**config.mk**
```make
export PLATFORM = sky130hd
export DESIGN_NAME = div
export DESIGN_NICKNAME = d
export VERILOG_FILES = /design/src/rtl/div.sv
export SDC_FILE = /design/constraint.sdc
export NUM_CORES = 1
export LEC_CHECK = 0
export CAP_MARGIN = 40
export CORE_AREA = 2 2 149 151
export CTS_BUF_LIST = sky130_fd_sc_hd__clkbuf_8 sky130_fd_sc_hd__clkbuf_16
export DETAILED_ROUTE_END_ITERATION = 7
export DIE_AREA = 0 0 151 153
export PLACE_DENSITY = 0.82
export SETUP_SLACK_MARGIN = 0.05
export SLEW_MARGIN = 15
export SYNTH_ARGS = -nofsm -noshare
export SYNTH_HDL_FRONTEND = slang
export SYNTH_SLANG_ARGS = --single-unit
```
**constraint.sdc**
```tcl
create_clock -name clk -period 4.1 [get_ports clk]
set_input_delay 0.615 -clock clk [delete_from_list [all_inputs] [get_ports clk]]
set_output_delay 0.615 -clock clk [all_outputs]
set_load 0.005 [all_outputs]
```
**src/rtl/div.sv**
```systemverilog
// rtl/div.sv - iterative radix-2 divider for RV32M DIV/DIVU/REM/REMU
// One quotient bit per cycle; result returned with its destination register.
module div #(
  parameter int DATA_WIDTH = 32,
  parameter int ADDR_WIDTH = 5
) (
  input  logic                  clk,
  input  logic                  rst_n,
  input  logic                  start_i,
  input  logic [2:0]            op_i,
  input  logic [DATA_WIDTH-1:0] dividend_i,
  input  logic [DATA_WIDTH-1:0] divisor_i,
  input  logic [ADDR_WIDTH-1:0] rd_i,
  input  logic                  kill_i,
  output logic                  busy_o,
  output logic                  ready_o,
  output logic [DATA_WIDTH-1:0] result_o,
  output logic [ADDR_WIDTH-1:0] rd_o
);

  localparam int CW = $clog2(DATA_WIDTH) + 1;

  typedef enum logic [1:0] {S_IDLE, S_START, S_CALC, S_END} state_e;

  state_e                state_q, state_d;
  logic [2:0]            op_q, op_d;
  logic [DATA_WIDTH-1:0] dvd_q, dvd_d;
  logic [DATA_WIDTH-1:0] dvs_q, dvs_d;
  logic [ADDR_WIDTH-1:0] rd_q, rd_d;
  logic [DATA_WIDTH-1:0] rem_q, rem_d;
  logic [DATA_WIDTH-1:0] quot_q, quot_d;
  logic [DATA_WIDTH-1:0] dvsr_q, dvsr_d;
  logic [CW-1:0]         cnt_q, cnt_d;
  logic                  fix_q, fix_d;

  logic                  is_signed, dvd_neg, dvs_neg, ovf;
  logic [DATA_WIDTH-1:0] dvd_abs, dvs_abs, q_fix, r_fix;
  logic [DATA_WIDTH:0]   trial, diff;

  assign is_signed = op_q[2] & ~op_q[0];
  assign dvd_neg   = is_signed & dvd_q[DATA_WIDTH-1];
  assign dvs_neg   = is_signed & dvs_q[DATA_WIDTH-1];
  assign dvd_abs   = dvd_neg ? -dvd_q : dvd_q;
  assign dvs_abs   = dvs_neg ? -dvs_q : dvs_q;
  assign ovf       = is_signed && (dvd_q == {1'b1, {(DATA_WIDTH-1){1'b0}}}) && (&dvs_q);

  // Shift one dividend bit into the partial remainder, then trial-subtract.
  assign trial = {rem_q, quot_q[DATA_WIDTH-1]};
  assign diff  = trial - {1'b0, dvsr_q};

  // fix_q is cleared for special cases whose results are already final.
  assign q_fix = (fix_q && (dvd_neg ^ dvs_neg)) ? -quot_q : quot_q;
  assign r_fix = (fix_q && dvd_neg) ? -rem_q : rem_q;

  always_comb begin
    state_d = state_q;
    op_d    = op_q;
    dvd_d   = dvd_q;
    dvs_d   = dvs_q;
    rd_d    = rd_q;
    rem_d   = rem_q;
    quot_d  = quot_q;
    dvsr_d  = dvsr_q;
    cnt_d   = cnt_q;
    fix_d   = fix_q;
    unique case (state_q)
      S_IDLE: begin
        if (start_i && !kill_i) begin
          op_d    = op_i;
          dvd_d   = dividend_i;
          dvs_d   = divisor_i;
          rd_d    = rd_i;
          state_d = S_START;
        end
      end
      S_START: begin
        if (dvs_q == '0) begin
          quot_d  = '1;
          rem_d   = dvd_q;
          fix_d   = 1'b0;
          state_d = S_END;
        end else if (ovf) begin
          quot_d  = dvd_q;
          rem_d   = '0;
          fix_d   = 1'b0;
          state_d = S_END;
        end else begin
          quot_d  = dvd_abs;
          dvsr_d  = dvs_abs;
          rem_d   = '0;
          cnt_d   = '0;
          fix_d   = 1'b1;
          state_d = S_CALC;
        end
      end
      S_CALC: begin
        if (!diff[DATA_WIDTH]) begin
          rem_d  = diff[DATA_WIDTH-1:0];
          quot_d = {quot_q[DATA_WIDTH-2:0], 1'b1};
        end else begin
          rem_d  = trial[DATA_WIDTH-1:0];
          quot_d = {quot_q[DATA_WIDTH-2:0], 1'b0};
        end
        cnt_d = cnt_q + CW'(1);
        if (cnt_q == CW'(DATA_WIDTH - 1)) state_d = S_END;
      end
      S_END: state_d = S_IDLE;
      default: state_d = S_IDLE;
    endcase
    if (kill_i) state_d = S_IDLE;
  end

  always_ff @(posedge clk or negedge rst_n) begin
    if (!rst_n) begin
      state_q <= S_IDLE;
      op_q    <= '0;
      dvd_q   <= '0;
      dvs_q   <= '0;
      rd_q    <= '0;
      rem_q   <= '0;
      quot_q  <= '0;
      dvsr_q  <= '0;
      cnt_q   <= '0;
      fix_q   <= 1'b0;
    end else begin
      state_q <= state_d;
      op_q    <= op_d;
      dvd_q   <= dvd_d;
      dvs_q   <= dvs_d;
      rd_q    <= rd_d;
      rem_q   <= rem_d;
      quot_q  <= quot_d;
      dvsr_q  <= dvsr_d;
      cnt_q   <= cnt_d;
      fix_q   <= fix_d;
    end
  end

  assign busy_o   = (state_q != S_IDLE);
  assign ready_o  = (state_q == S_END);
  assign result_o = ready_o ? (op_q[1] ? r_fix : q_fix) : '0;
  assign rd_o     = ready_o ? rd_q : '0;

endmodule

```
**After elaboration in Yosys (flattened, before gate mapping)**

Cells that the tools add are included.

- Flip-flop bits (word level): 177
- Output and inout port bits: 39
- Word-level logic and storage cells: 72

- Add/subtract/negate cells: 6
- Eq/ne operators: 9
- Mux-type cells: 25
- Bitwise gates (word level): 7
- Reductions and logical operators: 15

Operators with widths:

| operator | count |
|---|---|
| 32-bit two-way mux | 10 |
| 32-bit negator | 4 |
| 32-bit case mux with 2 select lines | 2 |
| 33-bit by 32-bit subtractor with 33-bit output | 1 |
| 32-bit equality test (second input constant) | 1 |
| 32-bit logical NOT | 1 |
| 32-bit AND reduction | 1 |
| 6-bit two-way mux | 2 |
| 6-bit case mux with 2 select lines | 1 |
| 2-bit case mux with 4 select lines | 1 |
| 6-bit by 1-bit adder with 6-bit output (second input constant) | 1 |
| 6-bit by 5-bit equality test with 1-bit output (second input constant) | 1 |
| 2-bit two-way mux | 3 |
| 3-bit inequality test (second input constant) | 2 |
| 3-bit AND reduction | 2 |
| 1-bit logical AND | 5 |
| 1-bit two-way mux | 5 |
| 5-bit two-way mux | 1 |
| 2-bit equality test (second input constant) | 2 |
| 2-bit inequality test (second input constant) | 2 |
| 2-bit AND reduction | 2 |
| 2-bit nonzero test | 2 |
| 1-bit bitwise AND | 3 |
| 1-bit inverter | 3 |
| 4 further kinds | 4 |

**Logic depth before layout (Yosys ltp)**

Gate-level depths: netlist of run 1.

- Depth after elaboration: 8
- Depth in mapped cells: 14

**Worst setup path before layout of run 1**

No wires, ideal clock.

- Kind: flip-flop to output port
- From: register rem_q[0]
- To: output result_o[30]
- Arrival: 2.480 ns
- Data required time: 3.485 ns
- Slack: 1.005 ns
- Cell stages (with the launch flop): 12
- Cell sequence: dfrtp_1 -> inv_1 -> ha_1 -> nor2b_1 -> nand2_1 -> nor3_1 -> nand2_1 -> or4_1 -> o41ai_1 -> xnor2_1 -> o21ai_0 -> a21oi_1

- Longest elaborated chain between the ends: 4

Ends and longest elaborated chain:

| what | RTL line | RTL |
|---|---|---|
| from (decl) | 30 | `logic [DATA_WIDTH-1:0] rem_q, rem_d;` |
| from (signal assigned) | 131 | `rem_q <= rem_d;` |
| 32-bit negator | 53 | `assign r_fix = (fix_q && dvd_neg) ? -rem_q : rem_q;` |
| 32-bit two-way mux | 53 |  |
| 32-bit two-way mux (2 in a row) | 141 | `assign result_o = ready_o ? (op_q[1] ? r_fix : q_fix) : '0;` |
| to (decl) | 17 | `output logic [DATA_WIDTH-1:0] result_o,` |

Every way passes these cells.

**Worst setup path after layout of run 1**

- From: register rem_q[9]
- To: output result_o[31]

The elaborated chain is that of the path after synthesis.

==> impl_metrics.tcl, run 1 <==
set metrics [dict create \
    coreArea_um2 21490 \
    power_leakage_nw 6.310 \
    drt_wl_total_um 35680 \
    hold_slack_ns 0.1760 \
    required_ns 3.48 \
    io_buffers 114 \
    clkLatencyLatePin_ns 0.44 \
    synth_most_common_cell "dfrtp_1" \
    multi_input_area_um2 7555 \
    ys_types 74 \
    endpoint_kind "output port" \
    slew_violations 0 \
    use_met2_pct 48.98 \
    path_max_fanout 6 \
    design_area_um2 14650 \
    vias 11476 \
    cap_viol_max_count 0 \
    rr_endpoint "rem_q[3]$_DFFE_PN0P_" \
    ir_drop_mv 0.8811 \
    clockBufferDepth 2 \
    met1_usage_pct 42.53 \
    synth-main-ff-cell "dfrtp_1" \
    antenna_found_initial 0 \
    clkTransAtPathRegs_ns 0.07 \
    synth_warnings 0 \
    worst_pin_slew_ns 0.7966 \
    cts_made_buffers 17 \
    ios 115 \
    wl_per_cell_um 19.92 \
    track_usage_pct 31.12 \
    grt_util_met3_pct 4.328 \
    rsz0062_at_grt "true" \
    setup_tns_ns 0 \
    fillers 1710 \
    regArea_um2 4432 \
    drt_iter0_markers 1173 \
    critPathLaunchType "flip-flop" \
    place_inst 1758 \
    cp-startpoint "rem_q[9]$_DFFE_PN0P_" \
    fin_nets 1618 \
    cts-root-buf "clkbuf_16" \
    cts.sinks 177 \
    fin_crit_sh_pct 96.36 \
    combPwrFrac_pct 61.3 \
    synth_top_area_cell "dfrtp_1" \
    grt_pass1_vias 11059 \
    die_area_um2 23100 \
    fin_cells 1791 \
    grt-busiest-layer "met2" \
    synth.area.top_cells "dfrtp_1, mux2_2, xor2_1" \
    vias_per_cell 6.408 \
    rows 54 \
    ys_ff_latch 177 \
    p_switching_mw 6.779 \
    skew_ns 0.01100 \
    grt_max_degree 85 \
    seq_area_frac_synth_pct 35.50 \
    synth_area_um2 12480 \
    drtPass1Iterations 6 \
    timing.fmax_ghz 0.2531 \
    hpwl_um 25840 \
    clockPowerShare_pct 11.3 \
    dpl_cell_area_um2 13970 \
    hold_buffers 0 \
    power.share.switching_pct 49.05 \
    cts_max_level 4 \
    hp-class "input port to asynchronous set/reset pin" \
    diodes 0 \
    path_class "flip-flop to output port" \
    gr-total-overflow 0 \
    status "finished clean" \
    fp.dieW_um 151 \
    synthArstFlopShare_pct 100.0 \
    seqPwrFrac_pct 27.3 \
    synth_top_area_share_pct 35.50 \
    total_power_mw 13.82 \
    drc_errors 0 \
    drive_gt1_share_pct 13.83 \
    slew_headroom_pct 46.89 \
    regToRegSetupSlack_ns 0.49 \
    synth-edff-count 0 \
    power_density_nw_per_um2 943.6 \
    synthCells 1405 \
    initial_core_util_pct 58.07 \
    finalHoldViolations 0 \
    arrival_ns 3.34 \
    cts_tree "done" \
    final_antenna_net_count 0 \
    grt_pass1_wl_um 57300 \
    internal_power_mw 7.041 \
    die_h_um 153 \
    synthesis.nets 1525 \
    syn_to_final_growth_pct 17.38 \
    place.gp.congestion 0.9475 \
    min_period_ns 3.951 \
    setup_violations 0 \
    synth_commonest_cells "dfrtp_1, nand2_1, a21oi_1" \
    syn_area_per_cell_um2 8.880 \
    r2r_start "quot_q[31]$_DFFE_PN0P_" \
    r2r_cells 13 \
]
worst max-delay path by stage:
stage          cells after the start  slack (ns)            to
2_1_floorplan                     11        1.00  result_o[30]
3_3_place_gp                      12        0.23  result_o[30]
3_5_place_dp                      12        0.21  result_o[30]
4_1_cts                           13       -0.10  result_o[31]
5_1_grt                           12       -0.03  result_o[31]
6_report                          12        0.15  result_o[31]
power by group through the flow:
stage | registers, mW | logic (mW) | clock network, mW
finish | 3.78 | 8.48 | 1.57
floorplan | 3.33 | 6.21 | 0
CTS | 3.70 | 8.19 | 1.58
global route | 3.88 | 9.28 | 1.65
global placement | 3.68 | 7.83 | 0
detailed placement | 3.72 | 8.07 | 0
placed cells by master (no fill, tap or decap), drive strengths merged, types with 4 or more instances in the layout:
cell / Yosys / final
dfrtp: 177 / 177
nand2: 136 / 136
o21ai: 119 / 119
clkdlybuf4s50: 0 / 111
a21oi: 110 / 110
xor2: 82 / 82
mux2: 79 / 79
nor2: 72 / 72
inv: 64 / 71
xnor2: 59 / 59
ha: 43 / 43
buf: 22 / 42
nor3: 35 / 35
o22ai: 27 / 27
a31oi: 26 / 26
nand3: 25 / 25
o31ai: 23 / 23
o211a: 19 / 19
mux2i: 18 / 18
clkbuf: 59 / 18
nor4: 16 / 16
nand4: 15 / 15
and2: 15 / 15
nand2b: 14 / 14
and3: 14 / 14
or3: 14 / 14
o211ai: 13 / 13
o41ai: 12 / 12
a21o: 11 / 11
nor2b: 10 / 10
or4: 9 / 9
a221o: 8 / 8
a211oi: 6 / 6
or2: 5 / 5
o221ai: 5 / 5
o21a: 4 / 4
a211o: 4 / 4
a21boi: 4 / 4
clkinv: 0 / 4
registers in the layout, summed over array words and instances (netlist names):
name and cells:
cnt_q 6, dvd_q 32, dvs_q 32, dvsr_q 32, fix_q 1, op_q 3
quot_q 32, rd_q 5, rem_q 32, state_q 2
area by class of cell:
cell class	instances	area share, %
clock buffers	18	2.999
clock inverters	14	0.7176
inverters	64	1.640
multi-input cells	1083	51.58
flip-flops and latches	177	30.26
well taps	280	2.392
repair buffers	155	10.41
critical path: stages, from the launching register on:
cell             delay, ns
dfrtp_1               0.46
nor3_2                0.27
nand3_1               0.22
nor3_2                0.20
buf_4                 0.15
nand2_1               0.08
o41ai_2               0.21
buf_4                 0.19
o21ai_0               0.10
xor2_1                0.16
o21ai_0               0.11
a21oi_2               0.21
clkdlybuf4s50_1       0.53
through the flow:
step	worst slack (ns)	util (%)
final	0.1494	68.16
after global routing	-0.03296	68.16
after CTS	-0.1043	67.67
after detailed placement	0.2065	65.02
after global placement	0.2324	64.77
after floorplan	1.005	-
layer usage:
metal,up-vias,wire length (µm)
met5,-,0
met4,0,1590
li1,5274,-
met2,572,16860
met1,5500,14650
met3,130,2584
cells by family (layout without fill, tap and decap cells):
family	after synthesis	after routing	synth area share [%]
xor+xnor	141	141	9.898
flops	177	177	35.50
buf+inv	145	251	5.054
compound gates	414	414	21.30
fa+ha+maj	44	44	4.473
simple gates	387	387	15.17
mux	97	97	8.604
repair_timing:
item / 4_1_cts / 5_1_grt
buffers inserted: 0 / 1
endpoints found under the setup margin: 8 / 9
resized for setup: 5 / 25
pin swaps: 0 / 3
(Power assumes the default switching activity.)
==> run 2, diff against run 1 <==
Settings changed: MAX_ROUTING_LAYER from default to met4.
==> run 2 against run 1 <==
  * Core utilization up 0.30 points
  * Largest cell class unchanged
  * Worst setup slack worse by 0.057 ns
  * Sequential share of layout area down 0.14 points
  * Final cell count up 0.11%
  * Global-route usage up 1.1 points
  * Cell area up 0.44%
  * Worst hold slack better by 0.34 ns
  * The flow now finishes with violations (design-rule violations)
  * Non-clock buffer count up 2
  * Via count down 0.30%
  * Register-to-register slack about the same
  * Die area unchanged
==> impl_metrics.tcl, run 2 (same netlist as run 1, synthesis figures left out) <==
set metrics [dict create \
    r2r_start "quot_q[31]$_DFFE_PN0P_" \
    arrival_ns 3.39 \
    syn_to_final_growth_pct 17.89 \
    cap_viol_max_count 0 \
    fp.dieW_um 151 \
    endpoint_kind "output port" \
    regArea_um2 4431 \
    setup_violations 0 \
    fin_cells 1793 \
    worst_pin_slew_ns 0.7714 \
    grt_max_degree 92 \
    io_buffers 114 \
    grt_pass1_wl_um 57230 \
    path_class "flip-flop to output port" \
    slowest_stage "clkdlybuf4s50_1" \
    critical-path-max-stage-delay_ns 0.54 \
    place.gp.congestion 0.9573 \
    drive_gt1_share_pct 13.75 \
    place_inst 1757 \
    dpl_cell_area_um2 13940 \
    design_area_um2 14710 \
    min_period_ns 4.007 \
    cts-root-buf "clkbuf_16" \
    clockBufferDepth 2 \
    final_antenna_net_count 0 \
    critPathLaunchType "flip-flop" \
    clkTransAtPathRegs_ns 0.07 \
    hpwl_um 25990 \
    path_max_fanout 5 \
    wl_per_cell_um 19.96 \
    rows 54 \
    ir_drop_mv 1.052 \
    fin_nets 1620 \
    required_ns 3.48 \
    cts_made_buffers 17 \
    vias 11442 \
    power_leakage_nw 6.378 \
    fin_crit_sh_pct 97.73 \
    slew_violations 0 \
    cts_tree "done" \
    drt_wl_total_um 35790 \
    multi_input_area_um2 7541 \
    track_usage_pct 32.24 \
    grt_pass1_vias 10941 \
    drt_iter0_markers 1177 \
    clkLatencyLatePin_ns 0.45 \
    antenna_found_initial 0 \
    slew_headroom_pct 48.58 \
    vias_per_cell 6.381 \
    diodes 0 \
    path_delay_family "buffers and inverters" \
    die_area_um2 23100 \
    initial_core_util_pct 58.07 \
    coreArea_um2 21490 \
    cts.sinks 177 \
    violations "design-rule violations" \
    hp-class "flip-flop to flip-flop" \
    power_density_nw_per_um2 943.8 \
    worstHoldStart "rd_q[3]$_DFFE_PN0P_" \
    final_cell_mix "dfrtp_1, nand2_1, a21oi_1, clkdlybuf4s50_1, o21ai_0" \
    regToRegSetupSlack_ns 0.48 \
    finalHoldViolations 0 \
    fillers 1702 \
    gr-total-overflow 0 \
    cp-startpoint "rem_q[0]$_DFFE_PN0P_" \
    ios 115 \
    setup_tns_ns 0 \
    die_h_um 153 \
    cts_max_level 4 \
    cp_num_buf_inv 4 \
    timing.fmax_ghz 0.2496 \
    final_common_cell "dfrtp_1" \
    hold_slack_ns 0.5120 \
    status "finished with violations" \
    crit_chain "buf_4 -> nor3_2 -> nand2_1 -> nor3_1 -> buf_4 -> nand2_1 -> o41ai_2 -> buf_4 -> nand2_1 -> xor2_1 -> o21ai_0 -> a21oi_1 -> clkdlybuf4s50_1" \
    drc_errors 22 \
    drtPass1Iterations 8 \
    skew_ns 0.009960 \
    rsz0062_at_grt "true" \
]
## run 2: cell types whose count changed in the layout (fill, tap and decap cells not counted), sizes merged
| cell | delta |
|---|---|
| clkbuf | +1 |
| inv | +1 |
| clkinvlp | -2 |
| dlygate4sd3 | +1 |
| clkdlybuf4s50 | -2 |
| bufinv | +1 |
| dlymetal6s2s | +2 |
## run 2: cell type report
class | instances | area share (%)
well taps | 280 | 2.382
inverters | 64 | 1.633
clock inverters | 14 | 0.9782
multi-input cells | 1083 | 51.27
repair buffers | 157 | 10.63
clock buffers | 18 | 2.986
flip-flops and latches | 177 | 30.12
## run 2: power by group
group	leakage, nW	internal [mW]	total, mW	switching (mW)
registers	2.16	2.58	3.77	1.19
logic	3.93	3.63	8.44	4.81
clock network	0.287	0.876	1.67	0.797
total	6.38	7.08	13.9	6.80
## run 2: through the flow
stage               setup WS, ns  utilization, %  power, mW
floorplan                  1.005               -      9.541
global placement          0.2681           64.77      11.54
detailed placement        0.2321           64.89      11.78
CTS                      0.01002           67.76      13.57
global route            0.006800           68.46      14.85
finish                   0.09293           68.46      13.88
## run 2: repair_timing
action                                 4_1_cts  5_1_grt
pin swaps                                    1        3
buffers inserted                             0        1
resized for setup                            6       21
setup endpoints to repair                    8        8
endpoints found under the hold margin        0        8
hold buffers                                 0        1
## run 2: worst register-to-register path: stages, from the launching register on
cell and delay [ns]:
dfrtp_1 0.34, inv_1 0.10, ha_1 0.25, fa_1 0.39, nand2b_1 0.23, a21o_1 0.22, a31oi_1 0.27, o21a_1 0.25
a2111oi_0 0.14, nor4b_2 0.43, buf_12 0.31, mux2_2 0.38, nand2_1 0.06, a31oi_1 0.09
## run 2: final timing paths
kind                                          endpoint  cells after the start
worst max-delay path                      result_o[25]                     13
worst min-delay path               rd_q[3]$_DFFE_PN0P_                      1
worst max register to register    rem_q[3]$_DFFE_PN0P_                     13
worst min register to register     rd_q[3]$_DFFE_PN0P_                      1
max in group asynchronous       dvsr_q[13]$_DFFE_PN0P_                      3
min in group asynchronous       state_q[1]$_DFFE_PN0P_                      2
## run 2: layer usage
layer | global-route usage (%) | wire (µm) | up-vias
li1 | - | - | 5261
met1 | 43.04 | 14880 | 5522
met2 | 50.11 | 17220 | 554
met3 | 4.896 | 2518 | 105
met4 | 11.44 | 1168 | 0
met5 | - | 0 | -
==> run 3, diff against run 2 <==
Settings changed: PLACE_DENSITY 0.82 to 0.91.
==> run 3 against run 2 <==
  * The run now ends clean
  * Sequential share of layout area about the same
  * Critical path depth decreased by 3
  * Clock power increased by 10%
  * Worst hold slack got worse by 0.30 ns
  * Final cell count decreased by 0.17%
  * Sequential power increased by 2%
  * Cell area increased by 0.18%
  * Total power increased by 3.2%
==> impl_metrics.tcl, run 3 (same netlist as run 1, synthesis figures left out) <==
set metrics [dict create \
    place.gp.congestion 0.9951 \
    crit_cells 10 \
    die_h_um 153 \
    cts_max_level 4 \
    final_cell_mix "dfrtp_1, nand2_1, a21oi_1, clkdlybuf4s50_1, o21ai_0" \
    setup_ws_ns 0.08323 \
    cp_num_buf_inv 2 \
    vias_per_cell 6.656 \
    crit_chain "nor4_4 -> buf_4 -> nand2_1 -> nor2_1 -> and3_2 -> and3_1 -> a21oi_1 -> xor2_1 -> o211a_1 -> clkdlybuf4s50_1" \
    rsz0062_at_grt "false" \
    hold_slack_ns 0.2078 \
    setup_tns_ns 0 \
    wl_per_cell_um 20.71 \
    timing.fmax_ghz 0.2490 \
    required_ns 3.48 \
    min_period_ns 4.017 \
    post-place-ws_ns 0.1474 \
    cp-startpoint "quot_q[2]$_DFFE_PN0P_" \
    rows 54 \
    slew_violations 0 \
    cts-root-buf "clkbuf_16" \
    drt_iter0_markers 1601 \
    path_delay_family "simple AND/OR/NAND/NOR gates" \
    skew_ns 0.01311 \
    drtPass1Iterations 7 \
    cts_made_buffers 17 \
    cts_tree "done" \
    final_common_cell "dfrtp_1" \
    path_class "flip-flop to output port" \
    drt_wl_total_um 37070 \
    fillers 1548 \
    fp.dieW_um 151 \
    power_density_nw_per_um2 972.4 \
    gr-total-overflow 0 \
    io_buffers 114 \
    arrival_ns 3.40 \
    antenna_found_initial 0 \
    critPathLaunchType "flip-flop" \
    clkLatencyLatePin_ns 0.45 \
    clkTransAtPathRegs_ns 0.08 \
    rr_endpoint "rem_q[10]$_DFFE_PN0P_" \
    diodes 0 \
    endpoint_kind "output port" \
    ir_drop_mv 0.7371 \
    drive_gt1_share_pct 14.50 \
    slowest_stage "clkdlybuf4s50_1" \
    r2r_start "quot_q[31]$_DFFE_PN0P_" \
    hp-class "input port to asynchronous set/reset pin" \
    design_area_um2 14740 \
    regToRegSetupSlack_ns 0.43 \
    finalHoldViolations 0 \
    track_usage_pct 32.75 \
    grt_pass1_vias 11445 \
    grt_max_degree 100 \
    worst_pin_slew_ns 0.7846 \
    fin_crit_sh_pct 97.97 \
    drc_errors 0 \
    critical-path-max-stage-delay_ns 0.51 \
    endpoint "result_o[24]" \
    place_inst 1747 \
    fin_nets 1617 \
    r2r_cells 13 \
    initial_core_util_pct 58.07 \
    cts.sinks 177 \
    ios 115 \
    die_area_um2 23100 \
    path_max_fanout 6 \
    vias 11915 \
    dpl_cell_area_um2 13840 \
    fin_cells 1790 \
    power_leakage_nw 6.356 \
    setup_violations 0 \
    slew_headroom_pct 47.70 \
    final_antenna_net_count 0 \
    clockBufferDepth 2 \
    status "finished clean" \
    cap_viol_max_count 0 \
    grt_pass1_wl_um 58170 \
    coreArea_um2 21490 \
    hpwl_um 25560 \
    syn_to_final_growth_pct 18.10 \
]
[run 3: cell types whose count changed in the layout (fill, tap and decap cells not counted), sizes merged]
cell	delta
bufinv	+3
clkdlybuf4s50	+1
dlygate4sd3	-1
dlymetal6s2s	-2
inv	-4
[run 3: routing by layer]
layer / global-route usage, % / vias up / wire length [µm]
met5: - / - / 0
met4: 17.80 / 0 / 2333
met3: 5.701 / 220 / 3314
met2: 50.95 / 817 / 17480
met1: 40.52 / 5615 / 13940
li1: - / 5263 / -
[run 3: final cells by class]
class	count	area, µm²	area share, %
clock buffer	19	452.9	3.074
multi-input combinational	1083	7584	51.46
timing repair buffer	154	1471	9.986
inverter	64	242.7	1.647
tap	280	350.3	2.378
clock inverter	13	197.7	1.342
sequential	177	4437	30.11
[run 3: worst min-delay path by stage]
stage	depth (start not counted)	endpoint	start
global route	1	cnt_q[4]$_DFFE_PN0P_	rst_n
global placement	1	rd_q[2]$_DFFE_PN0P_	rd_q[2]$_DFFE_PN0P_
floorplan	0	cnt_q[0]$_DFFE_PN0P_	rst_n
CTS	1	cnt_q[5]$_DFFE_PN0P_	rst_n
detailed placement	1	op_q[2]$_DFFE_PN0P_	op_q[2]$_DFFE_PN0P_
finish	1	cnt_q[5]$_DFFE_PN0P_	rst_n
[run 3: timing repair]
action / 4_1_cts / 5_1_grt
gates resized for setup: 24 / 22
pin swaps: 1 / 11
endpoints found under the setup margin: 8 / 8
setup buffers: 4 / 7
hold buffers: 0 / 0
[run 3: report_power, final]
group | internal, mW | switching, mW | total [mW]
combinational | 3.66 | 4.98 | 8.64
sequential | 2.58 | 1.26 | 3.84
clock | 1.07 | 0.773 | 1.84
[run 3: stage by stage]
stage	power (mW)	util, %
after floorplan	9.541	-
after global placement	11.36	64.37
after detailed placement	11.67	64.42
after CTS	13.88	67.99
after global routing	15.19	68.58
final	14.33	68.58
[run 3: worst register-to-register path, delay by kind of cell, from the launching register on]
kind	cells	cell delay (ns)
adders and majority gates	2	0.65
DFF	1	0.35
muxes	1	0.27
buffers and inverters	2	0.41
and+or+nand+nor	3	0.69
AOI/OAI and AO/OA	5	1.19
